File: src/rtl/lfsr_dec_pkg.sv
// Shared types and constants for the LFSR block decryptor.
// Tap candidates are tried in list order; also used by encrypt-side benches.
package lfsr_dec_pkg;

  typedef enum logic [2:0] {SEED, TRY, DECODE, DONE, FAIL} state_t;

  localparam int NUM_TAPS = 6;
  localparam logic [5:0] TAP_LIST [NUM_TAPS] = '{6'h21, 6'h2D, 6'h30, 6'h33, 6'h36, 6'h39};

  localparam logic [7:0] MSG_BASE  = 8'd64;
  localparam logic [7:0] MSG_LEN   = 8'd64;
  localparam logic [7:0] OUT_BASE  = 8'd0;
  localparam logic [7:0] PRE_CHAR  = 8'h5F;
  localparam logic [7:0] CHECK_LEN = 8'd7;

  // Out-of-range candidate indices fall back to the first entry.
  function automatic logic [5:0] tap_sel(input logic [2:0] c);
    logic [5:0] t;
    t = TAP_LIST[0];
    for (int k = 0; k < NUM_TAPS; k++)
      if (c == 3'(k)) t = TAP_LIST[k];
    return t;
  endfunction

endpackage

File: src/rtl/lfsr6.sv
// 6-bit Fibonacci LFSR with loadable start state and tap pattern.
// init has priority over en; next = {s[4:0], ^(s & taps)}.
module lfsr6 (
  input  logic       clk,
  input  logic       rst,
  input  logic       en,
  input  logic       init,
  input  logic [5:0] taps,
  input  logic [5:0] start,
  output logic [5:0] state
);

  logic [5:0] taps_q;

  always_ff @(posedge clk or posedge rst) begin
    if (rst) begin
      state  <= 6'd0;
      taps_q <= 6'd0;
    end else if (init) begin
      state  <= start;
      taps_q <= taps;
    end else if (en) begin
      state  <= {state[4:0], ^(state & taps_q)};
    end
  end

endmodule

File: src/rtl/lfsr_decrypt.sv
// Receive-side LFSR decryptor: recovers seed and taps from the preamble, then
// writes plaintext. Define LFSR_DEC_STATUS_EN to expose found_taps/found_prelen.
module lfsr_decrypt
  import lfsr_dec_pkg::*;
(
  input  logic       clk,
  input  logic       init,
  output logic [7:0] mem_raddr,
  input  logic [7:0] mem_rdata,
  output logic       mem_we,
  output logic [7:0] mem_waddr,
  output logic [7:0] mem_wdata,
`ifdef LFSR_DEC_STATUS_EN
  output logic [5:0] found_taps,
  output logic [7:0] found_prelen,
`endif
  output logic       done,
  output logic       err
);

  state_t     state, state_d;
  logic       load, load_d;
  logic [2:0] cand, cand_d;
  logic [7:0] i, i_d;
  logic [7:0] j, j_d;
  logic [7:0] pre_len, pre_len_d;
  logic       skip, skip_d;
  logic [5:0] start, start_d;
  logic [5:0] key;
  logic [7:0] plain;
  logic       lfsr_load, lfsr_adv;

  lfsr6 u_lfsr (
    .clk   (clk),
    .rst   (init),
    .en    (lfsr_adv),
    .init  (lfsr_load),
    .taps  (tap_sel(cand)),
    .start (start),
    .state (key)
  );

  assign plain     = mem_rdata ^ {2'b00, key};
  assign lfsr_load = (state == TRY || state == DECODE) && load;
  assign lfsr_adv  = (state == TRY || state == DECODE) && !load;

  always_ff @(posedge clk or posedge init) begin
    if (init) begin
      state   <= SEED;
      load    <= 1'b0;
      cand    <= 3'd0;
      i       <= 8'd0;
      j       <= 8'd0;
      pre_len <= 8'd0;
      skip    <= 1'b0;
      start   <= 6'd0;
    end else begin
      state   <= state_d;
      load    <= load_d;
      cand    <= cand_d;
      i       <= i_d;
      j       <= j_d;
      pre_len <= pre_len_d;
      skip    <= skip_d;
      start   <= start_d;
    end
  end

  always_comb begin
    state_d   = state;
    load_d    = load;
    cand_d    = cand;
    i_d       = i;
    j_d       = j;
    pre_len_d = pre_len;
    skip_d    = skip;
    start_d   = start;
    mem_raddr = MSG_BASE + i;
    mem_we    = 1'b0;
    mem_waddr = 8'd0;
    mem_wdata = 8'd0;
    done      = 1'b0;
    err       = 1'b0;
    case (state)
      SEED: begin
        mem_raddr = MSG_BASE;
        start_d   = mem_rdata[5:0] ^ PRE_CHAR[5:0];
        state_d   = TRY;
        load_d    = 1'b1;
        cand_d    = 3'd0;
        i_d       = 8'd0;
      end
      TRY: begin
        if (load) begin
          load_d = 1'b0;
          i_d    = 8'd0;
        end else if (plain == PRE_CHAR) begin
          if (i == CHECK_LEN - 8'd1) begin
            state_d = DECODE;
            load_d  = 1'b1;
            i_d     = 8'd0;
          end else begin
            i_d = i + 8'd1;
          end
        end else if (cand == 3'(NUM_TAPS - 1)) begin
          state_d = FAIL;
        end else begin
          cand_d = cand + 3'd1;
          load_d = 1'b1;
          i_d    = 8'd0;
        end
      end
      DECODE: begin
        if (load) begin
          load_d    = 1'b0;
          i_d       = 8'd0;
          j_d       = 8'd0;
          pre_len_d = 8'd0;
          skip_d    = 1'b1;
        end else begin
          // Skipping ends at the first non-preamble byte and never restarts.
          if (skip && plain == PRE_CHAR) begin
            pre_len_d = pre_len + 8'd1;
          end else begin
            skip_d    = 1'b0;
            mem_we    = 1'b1;
            mem_waddr = OUT_BASE + j;
            mem_wdata = plain;
            j_d       = j + 8'd1;
          end
          if (i == MSG_LEN - 8'd1) state_d = DONE;
          else                     i_d     = i + 8'd1;
        end
      end
      DONE: done = 1'b1;
      FAIL: begin
        done = 1'b1;
        err  = 1'b1;
      end
      default: state_d = SEED;
    endcase
  end

`ifdef LFSR_DEC_STATUS_EN
  assign found_taps   = (state == DONE) ? tap_sel(cand) : 6'd0;
  assign found_prelen = (state == DONE) ? pre_len : 8'd0;
`endif

endmodule
File: config.mk
export PLATFORM = sky130hd
export DESIGN_NAME = lfsr_decrypt
export DESIGN_NICKNAME = d
export VERILOG_FILES = /design/src/rtl/lfsr_dec_pkg.sv /design/src/rtl/lfsr6.sv /design/src/rtl/lfsr_decrypt.sv
export SDC_FILE = /design/constraint.sdc
export NUM_CORES = 1
export LEC_CHECK = 0
export CAP_MARGIN = 20
export CORE_ASPECT_RATIO = 2
export CORE_UTILIZATION = 55
export CTS_CLUSTER_SIZE = 8
export DETAILED_ROUTE_END_ITERATION = 12
export PLACE_DENSITY = 0.8
export SLEW_MARGIN = 20
export SYNTH_ARGS = -nofsm -noshare
export SYNTH_HDL_FRONTEND = slang
export SYNTH_SLANG_ARGS = --single-unit
File: constraint.sdc
create_clock -name clk -period 2.9 [get_ports clk]
set_input_delay 0.725 -clock clk [delete_from_list [all_inputs] [get_ports clk]]
set_output_delay 0.725 -clock clk [all_outputs]
set_load 0.02 [all_outputs]
==> reports/summary.txt, run 1 <==
status = completed
Int Pwr = 806 uW
final WL = 7280 um
pre-CTS setup slack = -0.598 ns
Routed Antenna Nets = 0
hold path depth = 1
cts hold-fix bufs = 0
H-tree levels = 2
Post-Route Setup TNS = 0 ns
largest vdd supply drop = 0.000294 V
clk buf depth = 2
# diodes = 0
crit path from = mem_rdata[1]
Final Critical Period = 2.87 ns
Synth top area share = 40.4%
sequential area share after synthesis = 40.4%
Yosys reg bits = 42
Final Cycle Share = 98.8%
fin cells = 416
# fillers = 353
critical path endpoint = mem_waddr[3]
port bufs = 36
worst hold path class = flip-flop to flip-flop
worst-margin pin slew = 0.829 ns
Iteration-0 DRC Markers = 74
Sw Pwr = 240 uW
Vias per Instance = 5.92
most common cell in the netlist = dfrtp_1
Chip Width = 50.6 um
crit path DAT = 2.14 ns
Placed Cells = 400
post-synth top area cell = dfrtp_1
Worst setup SP type = primary input
initial antenna violation count = 0
Worst Clk Skew = 0.00482 ns
Setup WS post-layout = 0.0347 ns
CTS tree = done
total grt overflow = 0
async set-reset flop share out of synthesis = 100%
P per Cell Area = 311 nW/um^2
GP Congestion = 0.839
Clock Latency Late Sink = 0.30 ns
dpl hpwl = 5020 um
area of the die = 5030 sq um
I/O Pins = 37
CP Max Fanout = 5
Mapped Cells = 293
vias in the first global route = 2473
clock share of power = 38.0%
maximum number of pins on one net before global-route repair = 43
nets@finish = 379
PnR Total Power = 1.05 mW
Slew Viols, Final = 0
syn_nets = 312
Crit Path Category = primary input to output pin
# rows = 35
yosys warns = 0
CTS buffer count = 5
wire length per cell = 17.5 um
layout cells sized above 1 = 26.0%
CORE AREA = 4550 sq um
Final Hold Vio Count = 0
All-Layer GR Usage = 31.4%
sw frac = 23.0%
slew margin rel. = 44.0%
most frequent cells after synthesis = dfrtp_1 (42), nor2_1 (36), nand2_1 (35)
RSZ-0062 raised after global routing = yes
maximum clock frequency = 349 MHz
final setup vio count = 0
leak pwr = 1.63 nW
Syn Std Cell Area = 2600 sq um
CTS Root Cell = clkbuf_8
Area contributors post-synth = dfrtp_1 (40%), nor2_1 (5.2%), nand2_1 (5.1%)
Cell variety after synth = 55
fin util = 73.9%
worst endpoint required time = 2.17 ns
Critical Path End Type = output pin
drt first pass iters = 5
area delta synth->final = 29.4%
final routed DRC violation total = 0
reg2reg end = j[7]
combinational power share = 6.1%
CTS clk-pin slew, worst paths = 0.08 ns
EDFF count, synth = 0
clk sink count = 42
sequential group share of total power = 55.9%
top_reg_cell synth = dfrtp_1
maxcap violations = 0
Die H = 99.3 um
global-route wire length before repair = 11600 um
flop2flop setup slack = 0.54 ns
R2R depth = 9
Initial Util = 57.1%
Synth Area per Inst = 8.88 sq um
vias = 2461
reg2reg start = u_lfsr.state[3]
metal layers:
layer | global-route usage [%] | vias up | wire, um
li1 | - | 1172 | -
met1 | 29.7 | 1165 | 2470
met2 | 59.3 | 89 | 4090
met3 | 3.82 | 35 | 265
met4 | 21.2 | 0 | 448
met5 | 0 | - | 0
how the worst min path moves through the flow:
stage	from	endpoint	slack, ns
5_1_grt	u_lfsr.taps_q[0]	u_lfsr.taps_q[0]	0.51
2_1_floorplan	u_lfsr.taps_q[5]	u_lfsr.taps_q[5]	0.44
6_report	u_lfsr.taps_q[5]	u_lfsr.taps_q[5]	0.48
3_5_place_dp	u_lfsr.taps_q[5]	u_lfsr.taps_q[5]	0.46
3_3_place_gp	u_lfsr.taps_q[5]	u_lfsr.taps_q[5]	0.46
4_1_cts	u_lfsr.taps_q[5]	u_lfsr.taps_q[5]	0.48
power by group through the flow:
stage               Combinational, mW  Clock, mW  Sequential [mW]
global route                   0.0675      0.426            0.585
detailed placement             0.0504          0            0.597
global placement               0.0504          0            0.597
floorplan                      0.0201          0            0.597
CTS                            0.0564      0.404            0.585
finish                         0.0635      0.398            0.585
through the flow:
step	cell area (sq um)	hold slack, ns
after CTS	3330	0.481
after global routing	3370	0.512
after floorplan	2600	0.435
after detailed placement	3190	0.460
final	3370	0.481
after global placement	3190	0.456
cells by family after synthesis:
logic type / count (synthesis) / share of synthesized area, %
xor gates and xnor gates: 12 / 4.57
DFF: 42 / 40.4
AOI/OAI and AO/OA: 73 / 19.6
and+or+nand+nor: 117 / 22.3
buffers and inverters: 29 / 4.43
adders and majority gates: 9 / 4.33
muxes: 11 / 4.38
cell usage in the layout, fill, tap and decap left out, types with 3 or more instances in the layout:
cell / synthesis / final
dfrtp_1: 42 / 40
nor2_1: 36 / 36
nand2_1: 35 / 35
buf_4: 0 / 35
o21ai_0: 19 / 19
inv_1: 16 / 16
buf_2: 3 / 15
a21oi_1: 12 / 12
clkdlybuf4s50_1: 0 / 11
ha_1: 9 / 9
mux2i_1: 8 / 8
nand3_1: 7 / 7
nor2b_1: 7 / 7
and2_1: 10 / 7
clkbuf_8: 0 / 6
a22o_1: 5 / 5
buf_6: 0 / 5
xnor2_2: 0 / 4
o211ai_1: 4 / 4
and3_1: 4 / 4
xnor2_1: 10 / 4
nor3_1: 3 / 3
a211oi_1: 3 / 3
o31ai_1: 3 / 3
mux2_2: 3 / 3
o311ai_0: 3 / 3
a31oi_1: 3 / 3
and2_4: 0 / 3
cell type report:
class	instances	area, sq um	area share (%)
Clock inverter	2	12.5	0.372
Multi-Input combinational cell	222	1520	45.3
Clock buffer	6	82.6	2.45
Sequential cell	42	1050	31.3
Timing Repair Buffer	71	552	16.4
Tap cell	55	68.8	2.04
Timing Repair inverter	1	7.51	0.223
Inverter	17	66.3	1.97
flip-flops by register name, indices dropped and copies added (netlist names):
| name | cells |
|---|---|
| cand | 3 |
| state | 3 |
| u_lfsr.state | 6 |
| load | 1 |
| u_lfsr.taps_q | 6 |
| i | 8 |
| start | 6 |
| j | 8 |
| skip | 1 |
worst max-delay path: stages:
cell and delay, ns:
buf_2 0.12, xnor2_2 0.17, nor4_4 0.28, nand2_2 0.13
o21ai_4 0.24, clkinvlp_4 0.18, and2_4 0.16, buf_6 0.12
repair_timing:
item,CTS,global route
pin swaps,13,9
setup buffers,5,2
gates resized for setup,110,14
cloned,1,0
endpoints found under the setup margin,17,17
(Power assumes the default switching activity.)
==> run 2: changes to the inputs <==
- SYNTH_HIERARCHICAL: unset -> 1
- clock period: 2.9 -> 3.07 ns (I/O delays scaled with it)
==> run 2 against run 1 <==
Compared with the run above:
- die area is 0.46% higher
- largest power group unchanged
- non-clock buffer count decreased by 6
- critical path type unchanged
- combinational power down 25%
- clock skew about the same
==> reports/summary.txt, run 2 <==
vias = 2233 (was 2461)
slew margin rel. = 51.8% (was 44.0%)
I/O Pins = 37 (unchanged)
maximum clock frequency = 328 MHz
area of the die = 5050 sq um (was 5030 sq um)
Mapped Cells = 282 (was 293)
most frequent cells after synthesis = dfrtp_1 (42), nor2_1 (31), nand2_1 (28) (was dfrtp_1 (42), nor2_1 (36), nand2_1 (35))
largest vdd supply drop = 0.000280 V (was 0.000294 V)
Synth top area share = 40.2% (was 40.4%)
Chip Width = 50.7 um (was 50.6 um)
Min-Delay Endpoint = u_lfsr/state[5] (was u_lfsr.taps_q[5])
port bufs = 36 (unchanged)
Area contributors post-synth = dfrtp_1 (40%), o21ai_1 (5.0%), nor2_1 (4.5%) (was dfrtp_1 (40%), nor2_1 (5.2%), nand2_1 (5.1%))
final setup vio count = 0 (unchanged)
CP Max Fanout = 7 (was 5)
commonest non-fill, non-tap cell in the layout = dfrtp_1 (unchanged)
fin cells = 398 (was 416)
biggest regs = i (8), j (8) (unchanged)
Cell Area, Placed = 3160 sq um (was 3190 sq um)
reg2reg start = state[2] (was u_lfsr.state[3])
clk sink count = 42 (unchanged)
leak pwr = 1.49 nW (was 1.63 nW)
Worst Clk Skew = 0.00489 ns (was 0.00482 ns)
reg2reg end = u_lfsr/state[1] (was j[7])
pre-CTS setup slack = -0.613 ns (was -0.598 ns)
yosys warns = 6 (was 0)
post-synth top area cell = dfrtp_1 (unchanged)
global-route wire length before repair = 10300 um (was 11600 um)
CTS clk-pin slew, worst paths = 0.08 ns (about the same)
Vias per Instance = 5.61 (was 5.92)
CORE AREA = 4600 sq um (was 4550 sq um)
initial antenna violation count = 0 (unchanged)
H-tree levels = 2 (unchanged)
Final Cell Area = 3290 sq um (was 3370 sq um)
area delta synth->final = 25.9% (was 29.4%)
GP Congestion = 0.878 (was 0.839)
worst hold slack = 0.495 ns (was 0.481 ns)
clk buf depth = 2 (unchanged)
Final Cycle Share = 99.4%
nets@finish = 362 (was 379)
Crit Path Category = primary input to output pin (unchanged)
# fillers = 366 (was 353)
PnR Total Power = 940 uW (was 1.05 mW)
fin util = 71.6% (was 73.9%)
Synth Area per Inst = 9.27 sq um (was 8.88 sq um)
maxcap violations = 0 (unchanged)
maximum number of pins on one net before global-route repair = 31 (was 43)
CTS tree = done (unchanged)
layout cells sized above 1 = 25.7% (was 26.0%)
worst endpoint required time = 2.30 ns (was 2.17 ns)
# rows = 35 (unchanged)
CTS buffer count = 5 (unchanged)
crit path DAT = 2.28 ns (was 2.14 ns)
flop2flop setup slack = 0.71 ns (was 0.54 ns)
Syn Std Cell Area = 2610 sq um (was 2600 sq um)
R2R depth = 7 (was 9)
hold path depth = 2 (was 1)
sequential area share after synthesis = 40.2% (was 40.4%)
Iteration-0 DRC Markers = 40 (was 74)
cts hold-fix bufs = 0 (unchanged)
async set-reset flop share out of synthesis = 100% (unchanged)
Cell variety after synth = 52 (was 55)
Placed Cells = 383 (was 400)
EDFF count, synth = 0 (unchanged)
Slew Viols, Final = 0 (unchanged)
Worst setup SP type = primary input (unchanged)
status = completed (unchanged)
crit path from = mem_rdata[4] (was mem_rdata[1])
Yosys reg bits = 42 (unchanged)
CTS Root Cell = clkbuf_8 (unchanged)
most frequent cells in the layout = dfrtp_1 (42), buf_4 (37), nor2_1 (30) (was dfrtp_1 (40), nor2_1 (36), nand2_1 (35), buf_4 (35), o21ai_0 (19))
Final Critical Period = 3.05 ns
P per Cell Area = 285 nW/um^2 (was 311 nW/um^2)
Die H = 99.5 um (was 99.3 um)
Setup WS post-layout = 0.0193 ns (was 0.0347 ns)
worst-margin pin slew = 0.720 ns (was 0.829 ns)
hold_sp = start[5] (was u_lfsr.taps_q[5])
Initial Util = 56.8% (was 57.1%)
wire length per cell = 15.0 um (was 17.5 um)
RSZ-0062 raised after global routing = yes (unchanged)
drt first pass iters = 4 (was 5)
Clock Latency Late Sink = 0.29 ns (was 0.30 ns)
Final Hold Vio Count = 0 (unchanged)
top_reg_cell synth = dfrtp_1 (unchanged)
syn_nets = 301 (was 312)
final WL = 5960 um (was 7280 um)
most common cell in the netlist = dfrtp_1 (unchanged)
worst hold path class = flip-flop to flip-flop (unchanged)
vias in the first global route = 2273 (was 2473)
Critical Path End Type = output pin (unchanged)
Post-Route Setup TNS = 0 ns (unchanged)
total grt overflow = 0 (unchanged)
All-Layer GR Usage = 27.1% (was 31.4%)
final routed DRC violation total = 0 (unchanged)
# diodes = 0 (unchanged)
dpl hpwl = 4360 um (was 5020 um)
Routed Antenna Nets = 0 (unchanged)
==> run 2: changes by cell type after synthesis, moves of 3 or more <==
cell      previous run  this run
o211ai_1             4         0
inv_1               16        11
xnor2_1             10         7
o21ai_1              1        26
nand2_1             35        28
nand3_1              7        10
nor2_1              36        31
mux2_2               3         7
o311ai_0             3         0
a22o_1               5         1
o21ai_0             19        10
a211oi_1             3         0
==> run 2: area by class of cell <==
| class | instances | area, sq um | area share [%] |
|---|---|---|---|
| well taps | 55 | 68.8 | 2.09 |
| multi-input cells | 216 | 1520 | 46.3 |
| flip-flops and latches | 42 | 1050 | 31.9 |
| inverters | 12 | 45.0 | 1.37 |
| clock buffers | 5 | 68.8 | 2.09 |
| repair inverters | 1 | 7.51 | 0.228 |
| clock inverters | 2 | 10.0 | 0.304 |
| repair buffers | 65 | 517 | 15.7 |
==> run 2: critical path: stages <==
cell and delay (ns):
clkdlybuf4s15_2 0.21, xnor2_1 0.16, buf_4 0.15, nor3b_4 0.04, a311o_1 0.43, buf_4 0.17
buf_8 0.12, nor2_1 0.09, buf_4 0.15
==> run 2: worst max path at each step <==
stage,endpoint,slack (ns),cells past startpoint
2_1_floorplan,mem_waddr[0],0.23,6
3_3_place_gp,mem_waddr[5],-0.57,8
3_5_place_dp,mem_wdata[6],-0.61,8
4_1_cts,mem_wdata[3],0.01,8
5_1_grt,mem_wdata[0],-0.02,9
6_report,mem_wdata[0],0.02,9
==> run 2: logic make-up after synthesis <==
kind of cell	share of synthesized area (%)
multiplexers	6.18
other	0.143
AO/OA/AOI/OAI	18.4
flip-flops	40.2
adder cells (fa/ha/maj)	4.31
buffers and inverters	3.73
AND/OR/NAND/NOR	22.2
XOR/XNOR	4.84
==> run 2: power by group <==
part / switching, mW / internal (mW) / total, mW / leakage, nW
Clock: 0.187 / 0.153 / 0.339 / 0.0438
Combinational: 0.0255 / 0.0222 / 0.0477 / 0.918
Sequential: 0 / 0.553 / 0.553 / 0.530
==> run 2: timing repair <==
item,in CTS,in global routing
setup endpoints to repair,17,17
pin swaps,9,7
gates cloned,1,0
setup buffers,6,1
gates resized for setup,97,6
==> run 2: layer usage <==
layer	vias to the layer above	track usage, %	routed length [um]
met5	-	0	0
met4	0	13.0	171
met3	14	4.13	190
met2	58	49.9	3370
met1	1069	28.9	2230
li1	1092	-	-
